[config.mk]
export PLATFORM = sky130hd
export DESIGN_NAME = rca_share_arbiter
export DESIGN_NICKNAME = d
export VERILOG_FILES = /design/src/rtl/rca_share_arbiter.sv
export SDC_FILE = /design/constraint.sdc
export NUM_CORES = 1
export LEC_CHECK = 0
export BUFFER_PORTS_ARGS = -buffer_cell sky130_fd_sc_hd__buf_2
export CORE_AREA = 2 2 158 160
export CTS_CLUSTER_DIAMETER = 120
export DETAILED_ROUTE_END_ITERATION = 10
export DIE_AREA = 0 0 160 162
export GPL_TIMING_DRIVEN = 1
export PLACE_DENSITY = 0.57
export SETUP_SLACK_MARGIN = 0.2
export SLEW_MARGIN = 20
export SYNTH_ARGS = -nofsm -noshare
export SYNTH_HDL_FRONTEND = slang
export SYNTH_SLANG_ARGS = --single-unit
[constraint.sdc]
create_clock -name clk -period 4.14 [get_ports clk]
set_clock_uncertainty 0.15 [all_clocks]
set_input_delay 0.828 -clock clk [delete_from_list [all_inputs] [get_ports clk]]
set_output_delay 0.828 -clock clk [all_outputs]
set_load 0.05 [all_outputs]
[src/rtl/rca_share_arbiter.sv]
// rtl/rca_share_arbiter.sv - round-robin sharing of one external ripple-carry adder
module rca_share_arbiter #(
  parameter int NUM_REQ    = 4,
  parameter int WIDTH      = 32,
  parameter int ADD_CYCLES = 2
) (
  input  logic                       clk,
  input  logic                       rst,
  input  logic [NUM_REQ-1:0]         req,
  input  logic [NUM_REQ*WIDTH-1:0]   A_in,
  input  logic [NUM_REQ*WIDTH-1:0]   B_in,
  input  logic [NUM_REQ-1:0]         C_in,
  output logic [NUM_REQ-1:0]         grant,
  output logic [NUM_REQ-1:0]         done,
  output logic [WIDTH-1:0]           sum,
  output logic                       C_out,
  output logic [$clog2(NUM_REQ)-1:0] owner,
  output logic                       busy,
  output logic [WIDTH-1:0]           add_A,
  output logic [WIDTH-1:0]           add_B,
  output logic                       add_Cin,
  input  logic [WIDTH-1:0]           add_sum,
  input  logic                       add_Cout
);

  localparam int OW = $clog2(NUM_REQ);
  localparam int CW = $clog2(ADD_CYCLES + 1);
  localparam logic [CW-1:0] CNT_LAST = CW'(ADD_CYCLES - 1);
  localparam logic [OW-1:0] IDX_LAST = OW'(NUM_REQ - 1);

  typedef enum logic {IDLE, ADD} state_t;

  state_t        state, state_d;
  logic [OW-1:0] ptr;
  logic [OW-1:0] win;
  logic [OW-1:0] ptr_nxt;
  logic [OW-1:0] idx;
  logic [CW-1:0] cnt;
  logic          found;
  logic          start;
  logic          finish;
  int            pos;

  // Round-robin search: first requester at or after ptr, wrapping around.
  always_comb begin
    found = 1'b0;
    win   = '0;
    idx   = '0;
    pos   = 0;
    for (int k = 0; k < NUM_REQ; k++) begin
      pos = int'(ptr) + k;
      if (pos >= NUM_REQ) pos = pos - NUM_REQ;
      idx = OW'(pos);
      if (!found && req[idx]) begin
        found = 1'b1;
        win   = idx;
      end
    end
    ptr_nxt = (win == IDX_LAST) ? '0 : win + OW'(1);
  end

  assign start  = (state == IDLE) && found;
  assign finish = (state == ADD) && (cnt == CNT_LAST);
  assign busy   = (state == ADD);

  // State register.
  always_ff @(posedge clk or posedge rst) begin
    if (rst) state <= IDLE;
    else     state <= state_d;
  end

  // Next state: leave IDLE on any request, return once the settle window ends.
  always_comb begin
    state_d = state;
    case (state)
      IDLE:    if (found)  state_d = ADD;
      ADD:     if (finish) state_d = IDLE;
      default: state_d = IDLE;
    endcase
  end

  // Operand latch, grant/done pulses, settle counter and result capture.
  always_ff @(posedge clk or posedge rst) begin
    if (rst) begin
      grant   <= '0;
      done    <= '0;
      sum     <= '0;
      C_out   <= 1'b0;
      owner   <= '0;
      add_A   <= '0;
      add_B   <= '0;
      add_Cin <= 1'b0;
      ptr     <= '0;
      cnt     <= '0;
    end else begin
      grant <= '0;
      done  <= '0;
      if (start) begin
        add_A   <= A_in[int'(win)*WIDTH +: WIDTH];
        add_B   <= B_in[int'(win)*WIDTH +: WIDTH];
        add_Cin <= C_in[win];
        owner   <= win;
        grant   <= NUM_REQ'(1) << win;
        cnt     <= '0;
        ptr     <= ptr_nxt;
      end
      if (state == ADD) begin
        cnt <= cnt + CW'(1);
        if (finish) begin
          sum   <= add_sum;
          C_out <= add_Cout;
          done  <= NUM_REQ'(1) << owner;
        end
      end
    end
  end

endmodule
==> run metrics, run 1 <==
MaxCap Viol Count 0; Worst Min Path Start add_B[22]; NumNets Final 1,191; Syn Nets 798; Synth Warn # 0; multi-input logic area 0.002958 mm2; Port Buffers 407; CTS sink cnt 113; #FFs+latches synth 113; Placement Rows 57; Routed Antenna Nets 0; worst-case vdd ir drop 0.0004540 V; first-pass GRT wire length about 32,000 um; sequential cell area fraction in the yosys report 0.4714; # setup viols final 0; total grt overflow 0; TNS Setup 0 ns; H-Tree Depth 4; die area about 0.026 mm2; initial drt markers 122; Global Route Usage Sum 0.1575; Post-CTS Repair Setup Buffers 0; Tcrit/Tclk final 0.6179; routed vias roughly 5,400; post-synth top area share 0.4714; DR DRC count 0; TritonCTS clock tree yes; Hold WC Path Type flop to flop; Die Wd 160 um; Achievable Freq slightly below 0.4 GHz; Hold WS 0.3283 ns; crit path to add_A[25]; Syn Area/Cell approximately 12 um2; leakage power 4.737 nW; Boundary Pins 408; core area between 0.02 and 0.025 mm2; Mapped Area 0.005998 mm2; drt wl/cell around 17 um; initial core utilization 0.2488; Worst Reg-to-Reg Cells 5; Clk Latency, worst-skew pair 0.41 ns; Setup crit end kind flop; R2R Setup Slk 1.66 ns; Rel. slew slack 0.3764; total power 0.007839 W; worst r2r src ptr[1]; post-cts resize count 0; Hold Path Depth 2; async set-reset flop share out of synthesis 1.000; shortest period the worst path allows 2.558 ns; area leader, netlist dfrtp_1; Critical Path Source req[2]; CTS max path bufs 2; P&R area growth vs syn 49.06%; count of different cell masters after synthesis 31; GP Congestion 0.7403; initial antenna violation count 2; P per Cell Area just under 900 mW/mm2; Synth area leaders dfrtp_1 (47%), mux2i_1 (22%), o221ai_2 (6.8%), mux2_2 (6.4%), o221ai_1 (5.7%); Vias/cell 4.427; hold buffers post-CTS 0; Post-synth EDFFs 0; number of global-route vias before repair 5,812; WP data required 4.25 ns; Hold Fails Final Rpt 0; Worst setup SP type primary input; Fillers 2,480; FF-to-FF End add_A[25]; Worst-Margin Slew 0.9354 ns; CP Max Fanout 36; Die Ht 162 um; Post-Syn Instances between 400 and 500; largest net degree at the start of global routing 72; Reg area between 0.002 and 0.003 mm2; Detail Placement HPWL 15,710 um; First-pass DRT Iterations 4; CTS Root Cell clkbuf_16; share of layout cells above drive strength 1 0.5692; top_reg_cell synth dfrtp_1; critical path arrival 2.66 ns; Total Wirelength 20,610 um; clk slew on worst S/H paths 0.06 ns; crit path kind primary input to flop; RSZ-0062 raised after global routing no; total CTS buffers 17; outcome complete, no violations; Slew Viols, Final 0
[power by group]
group / leakage (nW) / internal, W / total [W] / switching, W
clock network: 0.281 / 0.000856 / 0.00147 / 0.000618
registers: 1.38 / 0.00164 / 0.00193 / 0.000293
logic: 3.07 / 0.00134 / 0.00444 / 0.00310
total: 4.74 / 0.00383 / 0.00784 / 0.00401
[cell usage in the layout (no fill, tap or decap), types with 2 or more instances in the layout]
cell type	count
mux2i_1	132
clkbuf_16	17
ha_1	2
o221ai_2	27
dfrtp_1	113
clkinvlp_4	4
buf_4	6
buf_12	3
buf_2	407
a21oi_1	2
and2_1	2
nor2b_1	2
inv_1	3
nor3_1	2
mux2_2	34
nand2_1	73
inv_6	5
nand2b_1	2
inv_8	5
nor3b_1	2
nor2_1	9
o221ai_1	38
[cells in the mapped netlist (4+ instances only)]
library cell,count
o221ai_2,27
nor2_1,9
buf_6,4
o221ai_1,39
clkbuf_1,12
buf_2,20
inv_1,4
nand2_1,73
mux2_2,34
buf_4,4
mux2i_1,132
dfrtp_1,113
[sequential cells by signal, indices dropped and copies added, names as in the netlist]
register,flops
sum,32
add_Cin,1
grant,4
add_B,32
C_out,1
cnt,2
busy,1
add_A,32
owner,2
ptr,2
done,4
[cell families (layout without fill, tap and decap cells)]
group           count (synthesis)  after routing  synth area share
simple gates                   97             97           0.06738
compound gates                 73             73            0.1318
other cells                     0              1                 0
flops                         113            113            0.4714
fa+ha+maj                       2              2          0.004171
buf+inv                        46            452           0.04109
mux                           166            166            0.2841
[per-layer routing]
layer  vias up  wire, um  global-route usage
met4         2       206             0.04136
met3        13      1935             0.06078
met1      2526      8137              0.1792
met2       243     10310              0.2776
li1       2652         -                   -
met5         -        16                   0
[worst min-delay path by stage]
stage	endpoint
after floorplan	cnt[1]
after global placement	add_A[10]
after detailed placement	add_B[9]
after CTS	add_B[9]
after global routing	add_B[9]
final	add_B[22]
[area by class of cell]
| class | instances | share of cell area |
|---|---|---|
| Antenna cell | 1 | 0.0002799 |
| Inverter | 4 | 0.002099 |
| Sequential cell | 113 | 0.3163 |
| Clock inverter | 15 | 0.01805 |
| Timing Repair Buffer | 416 | 0.2396 |
| Clock buffer | 17 | 0.04758 |
| Tap cell | 324 | 0.04534 |
| Multi-Input combinational cell | 338 | 0.3308 |
[worst max-delay path: stages]
cell	delay [ns]
buf_2	0.12
nor2b_1	0.13
a311oi_1	0.57
or3_4	0.53
buf_12	0.30
o221ai_1	0.16
[per-stage QoR]
stage / utilization / setup slack [ns] / std cells / area (um2)
after detailed placement: 0.3465 / 1.116 / 1195 / 8352
after floorplan: - / 1.618 / 497 / 6002
after global routing: 0.3708 / 1.436 / 1227 / 8939
final: 0.3709 / 1.582 / 1228 / 8941
after CTS: 0.3708 / 1.561 / 1227 / 8939
after global placement: 0.3465 / 1.139 / 1195 / 8352
Note: power is estimated with default switching activity, not from simulation.
==> run 2, diff against run 1 <==
clock period = 2.1 ns   (was 4.14 ns; I/O delays follow)
==> run metrics, run 2 (synthesis gave the netlist of run 1 again) <==
Placed Cells 1,226 (was 1,195); clock share of power 0.177 (was 0.188); NumNets Final 1,233 (was 1,191); Boundary Pins 408 (unchanged); MaxCap Viol Count 0 (unchanged); Die Ht 162 um (unchanged); Worst-Margin Slew 0.5569 ns (was 0.9354 ns); Routed Antenna Nets 0 (unchanged); shortest period the worst path allows 2.028 ns; n_diodes 0 (was 1); initial drt markers 287 (was 122); sw frac 0.4959 (was 0.5116); CTS sink cnt 113 (unchanged); Fillers 2,377 (was 2,480); Vias/cell 4.543 (was 4.427); Critical Path Source ptr[1] (was req[2]); first-pass GRT wire length 33,490 um (was 31,980 um); GP Congestion 0.7712 (was 0.7403); die area 0.02592 mm2 (unchanged); Die Wd 160 um (unchanged); total CTS buffers 17 (unchanged); Achievable Freq 0.4932 GHz; WP data required 2.24 ns (was 4.25 ns); # setup viols final 0 (unchanged); initial antenna violation count 0 (was 2); total grt overflow 0 (unchanged); Worst Min Path Start add_sum[28] (was add_B[22]); Finished Layout Cells 1,269 (was 1,228); P_sw 0.008289 W (was 0.004011 W); Clk Latency, worst-skew pair 0.41 ns (about the same); core area 0.02411 mm2 (unchanged); Int Power 0.008425 W (was 0.003828 W); P per Cell Area 1685 mW/mm2 (was 876.8 mW/mm2); TritonCTS clock tree yes (unchanged); Tcrit/Tclk final 0.9655; leakage power 5.016 nW (was 4.737 nW); Setup crit end kind flop (unchanged); RSZ-0062 raised after global routing yes (was no); share of layout cells above drive strength 1 0.6466 (was 0.5692); crit path kind flop to flop (was primary input to flop); Detail Placement HPWL 15,710 um (about the same); CP Max Fanout 8 (was 36); DR DRC count 0 (unchanged); Total Wirelength 21,840 um (was 20,610 um); Hold WC Path Type primary input to flop (was flop to flop); drt wl/cell 17.21 um (was 16.78 um); Port Buffers 407 (unchanged); Placement Rows 57 (unchanged); commonest non-fill, non-tap cells in the layout buf_2 (407), dfrtp_1 (111), mux2i_1 (86) (was buf_2 (407), mux2i_1 (132), dfrtp_1 (113)); total power 0.01671 W (was 0.007839 W); Largest regs add_A x32, add_B x32, sum x32 (unchanged); outcome complete, no violations (unchanged); Rel. slew slack 0.6279 (was 0.3764); Global Route Usage Sum 0.1643 (was 0.1575); Worst setup SP type flop (was primary input); Reg power frac 0.226 (was 0.246); clk slew on worst S/H paths 0.08 ns (was 0.06 ns); largest net degree at the start of global routing 70 (was 72); Hold Fails Final Rpt 0 (unchanged); Slew Viols, Final 0 (unchanged); H-Tree Depth 4 (unchanged); CTS max path bufs 2 (unchanged); initial core utilization 0.2488 (unchanged); R2R Setup Slk 0.07 ns (was 1.66 ns); Setup WS pre-CTS -0.1005 ns (was 1.116 ns); Final Worst Setup Slack 0.07245 ns (was 1.582 ns); TNS Setup 0 ns (unchanged); worst-case vdd ir drop 0.0009552 V (was 0.0004540 V); routed vias 5,765 (was 5,436); First-pass DRT Iterations 4 (unchanged); worst r2r src ptr[1] (unchanged); number of global-route vias before repair 6,309 (was 5,812); commonest non-fill, non-tap cell in the layout buf_2 (unchanged); CTS Root Cell clkbuf_16 (unchanged); critical path arrival 2.17 ns (was 2.66 ns); P&R area growth vs syn 65.42% (was 49.06%); power share of the combinational group 0.597 (was 0.566)
[run 2: path summary, 6_finish.rpt]
check	endpoint	cells after the start
worst max-delay path	add_B[7]	6
worst min-delay path	sum[28]	2
worst max register to register	add_B[7]	6
worst min register to register	add_B[17]	2
max in group asynchronous	add_A[0]	4
min in group asynchronous	sum[17]	3
[run 2: final cells by class]
type / instances / area, um2 / share of cell area
Clock inverter: 15 / 183.9 / 0.01854
Inverter: 4 / 23.77 / 0.002396
Sequential cell: 113 / 2830 / 0.2852
Clock buffer: 17 / 425.4 / 0.04288
Timing Repair Buffer: 458 / 2788 / 0.2810
Multi-Input combinational cell: 338 / 3266 / 0.3291
Tap cell: 324 / 405.4 / 0.04086
[run 2: worst max-delay path, cell delays in order (launching register included)]
cell and delay [ns]:
dfrtp_2 0.44, or3b_4 0.40, o221ai_4 0.13, buf_12 0.22, buf_4 0.19, mux2i_2 0.23
o221ai_2 0.12
[run 2: per-stage QoR]
stage / utilization / hold WS, ns / cell area (um2)
after floorplan: - / 0.3501 / 6065
after global placement: 0.3629 / 0.3140 / 8748
after detailed placement: 0.3629 / 0.3178 / 8748
after CTS: 0.3978 / 0.05207 / 9589
after global routing: 0.4116 / 0.04893 / 9922
final: 0.4116 / 0.07712 / 9922
[run 2: timing repair]
action                                 in CTS  in global routing
endpoints found under the hold margin      19                  0
hold buffers                                1                  0
cloned                                      2                  3
resized for setup                          36                 52
setup endpoints to repair                  67                 71
pin swaps                                  11                  8
setup buffers                               3                  2
[run 2: power groups by stage]
stage / combinational (W) / sequential (W) / clock, W
global placement: 0.00919 / 0.00378 / 0
floorplan: 0.00329 / 0.00723 / 0
CTS: 0.00965 / 0.00379 / 0.00306
finish: 0.00998 / 0.00378 / 0.00296
detailed placement: 0.00927 / 0.00379 / 0
global route: 0.0106 / 0.00391 / 0.00317
[run 2: routing by layer]
| metal | GRT usage | vias to the layer above | wire length [um] |
|---|---|---|---|
| met5 | 0 | - | 0 |
| met4 | 0.04505 | 0 | 227 |
| li1 | - | 2749 | - |
| met1 | 0.1855 | 2745 | 8658 |
| met3 | 0.05286 | 15 | 1591 |
| met2 | 0.2985 | 256 | 11370 |
==> run 3, diff against run 2 <==
ABC_AREA = 1   (was default)
CORE_AREA = 2 2 157 159   (was 2 2 158 160)
DIE_AREA = 0 0 159 161   (was 0 0 160 162)
PLACE_DENSITY = 0.61   (was 0.57)
==> run metrics, run 3 <==
outcome complete, but fails checks (was complete, no violations); violated checks setup timing; CTS Root Cell clkbuf_16 (unchanged); most numerous cell in the Yosys netlist nand2_1 (was mux2i_1); Total Wirelength 29,280 um (was 21,840 um); Post-Syn Instances 951 (was 497); Slew Viols, Final 0 (unchanged); NumNets Final 1,702 (was 1,233); Syn Nets 1,252 (was 798); WP data required 2.23 ns (was 2.24 ns); Worst Hold End sum[20] (was sum[28]); top routing layer used met4 (unchanged); Die Wd 159 um (was 160 um); post-synth top area share 0.4263 (was 0.4714); wire length on met2 14,140 um (was 11,370 um); worst r2r src ptr[0] (was ptr[1]); GP Congestion 0.8845 (was 0.7712); Synth area leaders dfrtp_1 (43%), nand2_1 (32%), nand3_1 (10%), mux2_2 (5.6%), buf_2 (2.3%) (was dfrtp_1 (47%), mux2i_1 (22%), o221ai_2 (6.8%), mux2_2 (6.4%), o221ai_1 (5.7%)); clk slew on worst S/H paths 0.06 ns (was 0.08 ns); Clk Latency, worst-skew pair 0.40 ns (was 0.41 ns); Setup crit end kind flop (unchanged); MaxCap Viol Count 0 (unchanged); async set-reset flop share out of synthesis 1.000 (unchanged); share of layout cells above drive strength 1 0.5113 (was 0.6466); core area 0.02396 mm2 (was 0.02411 mm2); sequential cell area fraction in the yosys report 0.4263 (was 0.4714); CTS sink cnt 113 (unchanged); H-Tree Depth 4 (unchanged); Rel. slew slack 0.7295 (was 0.6279); Fillers 2,374 (was 2,377); Synth Warn # 0 (unchanged); Worst setup SP type flop (unchanged); multi-input logic area 0.003945 mm2 (was 0.003266 mm2); FF-to-FF End add_A[17] (was add_B[7]); Reg area 0.002830 mm2 (unchanged); drt wl/cell 16.84 um (was 17.21 um); die area 0.02560 mm2 (was 0.02592 mm2); cell family with most CP delay simple AND/OR/NAND/NOR gates (was flip-flops); Post-synth EDFFs 0 (unchanged); Vias/cell 4.647 (was 4.543); CP max stage cell dfrtp_2 (unchanged); shortest period the worst path allows 2.304 ns (was 2.028 ns); Hold Fails Final Rpt 0 (unchanged); largest net degree at the start of global routing 53 (was 70); #FFs+latches synth 113 (unchanged); First-pass DRT Iterations 5 (was 4); Port Buffers 407 (unchanged); Largest regs add_A x32, add_B x32, sum x32 (unchanged); initial core utilization 0.2768 (was 0.2488); Detail Placement HPWL 18,930 um (was 15,710 um); Syn Area/Cell 6.976 um2 (was 12.07 um2); Worst path most repeated cell nand2_2; Routed Antenna Nets 0 (unchanged); CP Buf/Inv Count 5 (was 2); critical path arrival 2.43 ns (was 2.17 ns); crit path cell chain buf_12 > clkinv_8 > nand2_2 > nand2_2 > nand2_2 > nand2_2 > nand2_4 > nand2_2 > nand2_2 > nand3_4 > clkinv_8 > buf_12 > clkbuf_16 > nand2_2 > nand2_1 > nand3_1 > nand3_1 (was or3b_4 > o221ai_4 > buf_12 > buf_4 > mux2i_2 > o221ai_2); Die Ht 161 um (was 162 um); Final Worst Setup Slack -0.2038 ns (was 0.07245 ns); initial antenna violation count 1 (was 0); Mapped Area 0.006634 mm2 (was 0.005998 mm2); crit path kind flop to flop (unchanged); Finished Layout Cells 1,739 (was 1,269); CTS max path bufs 2 (unchanged); count of different cell masters after synthesis 25 (was 31); Worst Min Path Start add_sum[20] (was add_sum[28]); P&R area growth vs syn 71.09% (was 65.42%); number of global-route vias before repair 7,678 (was 6,309); DR DRC count 0 (unchanged); TritonCTS clock tree yes (unchanged); Hold WC Path Type primary input to flop (unchanged); R2R Setup Slk -0.20 ns (was 0.07 ns); Synth top cells by count nand2_1 (558), nand3_1 (135), dfrtp_1 (113) (was mux2i_1 (132), dfrtp_1 (113), nand2_1 (73)); Placed Cells 1,657 (was 1,226); Placement Rows 57 (unchanged); CP Max Fanout 8 (unchanged); # setup viols final 68 (was 0); initial drt markers 449 (was 287); Tcrit/Tclk final 1.097 (was 0.9655); Global Route Usage Sum 0.2121 (was 0.1643); top_reg_cell synth dfrtp_1 (unchanged); commonest non-fill, non-tap cells in the layout nand2_1 (441), buf_2 (407), dfrtp_1 (111) (was buf_2 (407), dfrtp_1 (111), mux2i_1 (86)); routed vias 8,081 (was 5,765); RSZ-0062 raised after global routing yes (unchanged); commonest non-fill, non-tap cell in the layout nand2_1 (was buf_2); Boundary Pins 408 (unchanged); M1 WL 12,180 um (was 8658 um); Worst-Margin Slew 0.4049 ns (was 0.5569 ns); Crit path largest cell delay 0.43 ns (was 0.44 ns); Hold Path Depth 2 (unchanged); Worst Reg-to-Reg Cells 17 (was 6); total grt overflow 0 (unchanged); met3 WL 1847 um (was 1591 um); Achievable Freq 0.4341 GHz (was 0.4932 GHz); first-pass GRT wire length 42,020 um (was 33,490 um); total CTS buffers 17 (unchanged); area leader, netlist dfrtp_1 (unchanged)
[run 3: worst max-delay path by stage]
stage | start | endpoint | slack (ns) | depth (start not counted)
3_3_place_gp | ptr[0] | add_A[30] | -0.23 | 13
6_report | ptr[0] | add_A[17] | -0.20 | 17
3_5_place_dp | ptr[0] | add_A[30] | -0.26 | 13
2_1_floorplan | rst | C_out | 0.16 | 1
5_1_grt | ptr[0] | add_A[17] | -0.30 | 17
4_1_cts | ptr[0] | add_A[30] | -0.05 | 15
[run 3: routing by layer]
| metal | GRT usage | vias to the layer above |
|---|---|---|
| li1 | - | 3914 |
| met1 | 0.2618 | 3708 |
| met2 | 0.3652 | 400 |
| met3 | 0.04160 | 59 |
| met4 | 0.08554 | 0 |
| met5 | 0 | - |
[run 3: logic make-up (layout without fill, tap and decap cells)]
family | after synthesis | after routing | synth area share
adder cells (fa/ha/maj) | 2 | 2 | 0.003772
AO/OA/AOI/OAI | 9 | 9 | 0.007356
other | 0 | 1 | 0
flip-flops | 113 | 113 | 0.4263
AND/OR/NAND/NOR | 713 | 713 | 0.4398
multiplexers | 33 | 33 | 0.05602
buffers and inverters | 81 | 544 | 0.06677
[run 3: area by class of cell]
class	count	share of cell area
Timing Repair inverter	1	0.0009922
Antenna cell	1	0.0002205
Inverter	22	0.01113
Clock buffer	18	0.03869
Multi-Input combinational cell	757	0.3476
Tap cell	324	0.03572
Timing Repair Buffer	489	0.3006
Clock inverter	14	0.01565
Sequential cell	113	0.2494
[run 3: worst reg2reg max path: stages, from the launching register on]
cell       delay, ns
dfrtp_2         0.43
buf_12          0.16
clkinv_8        0.06
nand2_2         0.04
nand2_2         0.11
nand2_2         0.07
nand2_2         0.09
nand2_4         0.07
nand2_2         0.07
nand2_2         0.07
nand3_4         0.15
clkinv_8        0.14
buf_12          0.17
clkbuf_16       0.16
nand2_2         0.06
nand2_1         0.04
nand3_1         0.06
nand3_1         0.10
[run 3: repair_timing]
item	CTS	global route
endpoints found under the setup margin	76	74
hold endpoints to repair	14	0
setup buffers	18	5
pin swaps	11	57
hold buffers	1	0
resized for setup	82	133
cloned	13	12
[run 3: metrics by stage]
stage / area, um2 / hold WS, ns / setup WS, ns / TNS, ns / utilization
2_1_floorplan: 6724 / 0.3030 / 0.1586 / 0 / -
3_3_place_gp: 9210 / 0.3013 / -0.2340 / -8.220 / 0.3843
3_5_place_dp: 9210 / 0.2927 / -0.2608 / -10.01 / 0.3843
4_1_cts: 10590 / 0.06428 / -0.04971 / -1.264 / 0.4420
5_1_grt: 11350 / 0.07181 / -0.3020 / -17.11 / 0.4736
6_report: 11350 / 0.08970 / -0.2038 / -9.521 / 0.4736
Power of run 3 is not shown: default switching activity piles up to over one toggle a cycle in this logic, so the estimate is an artifact.
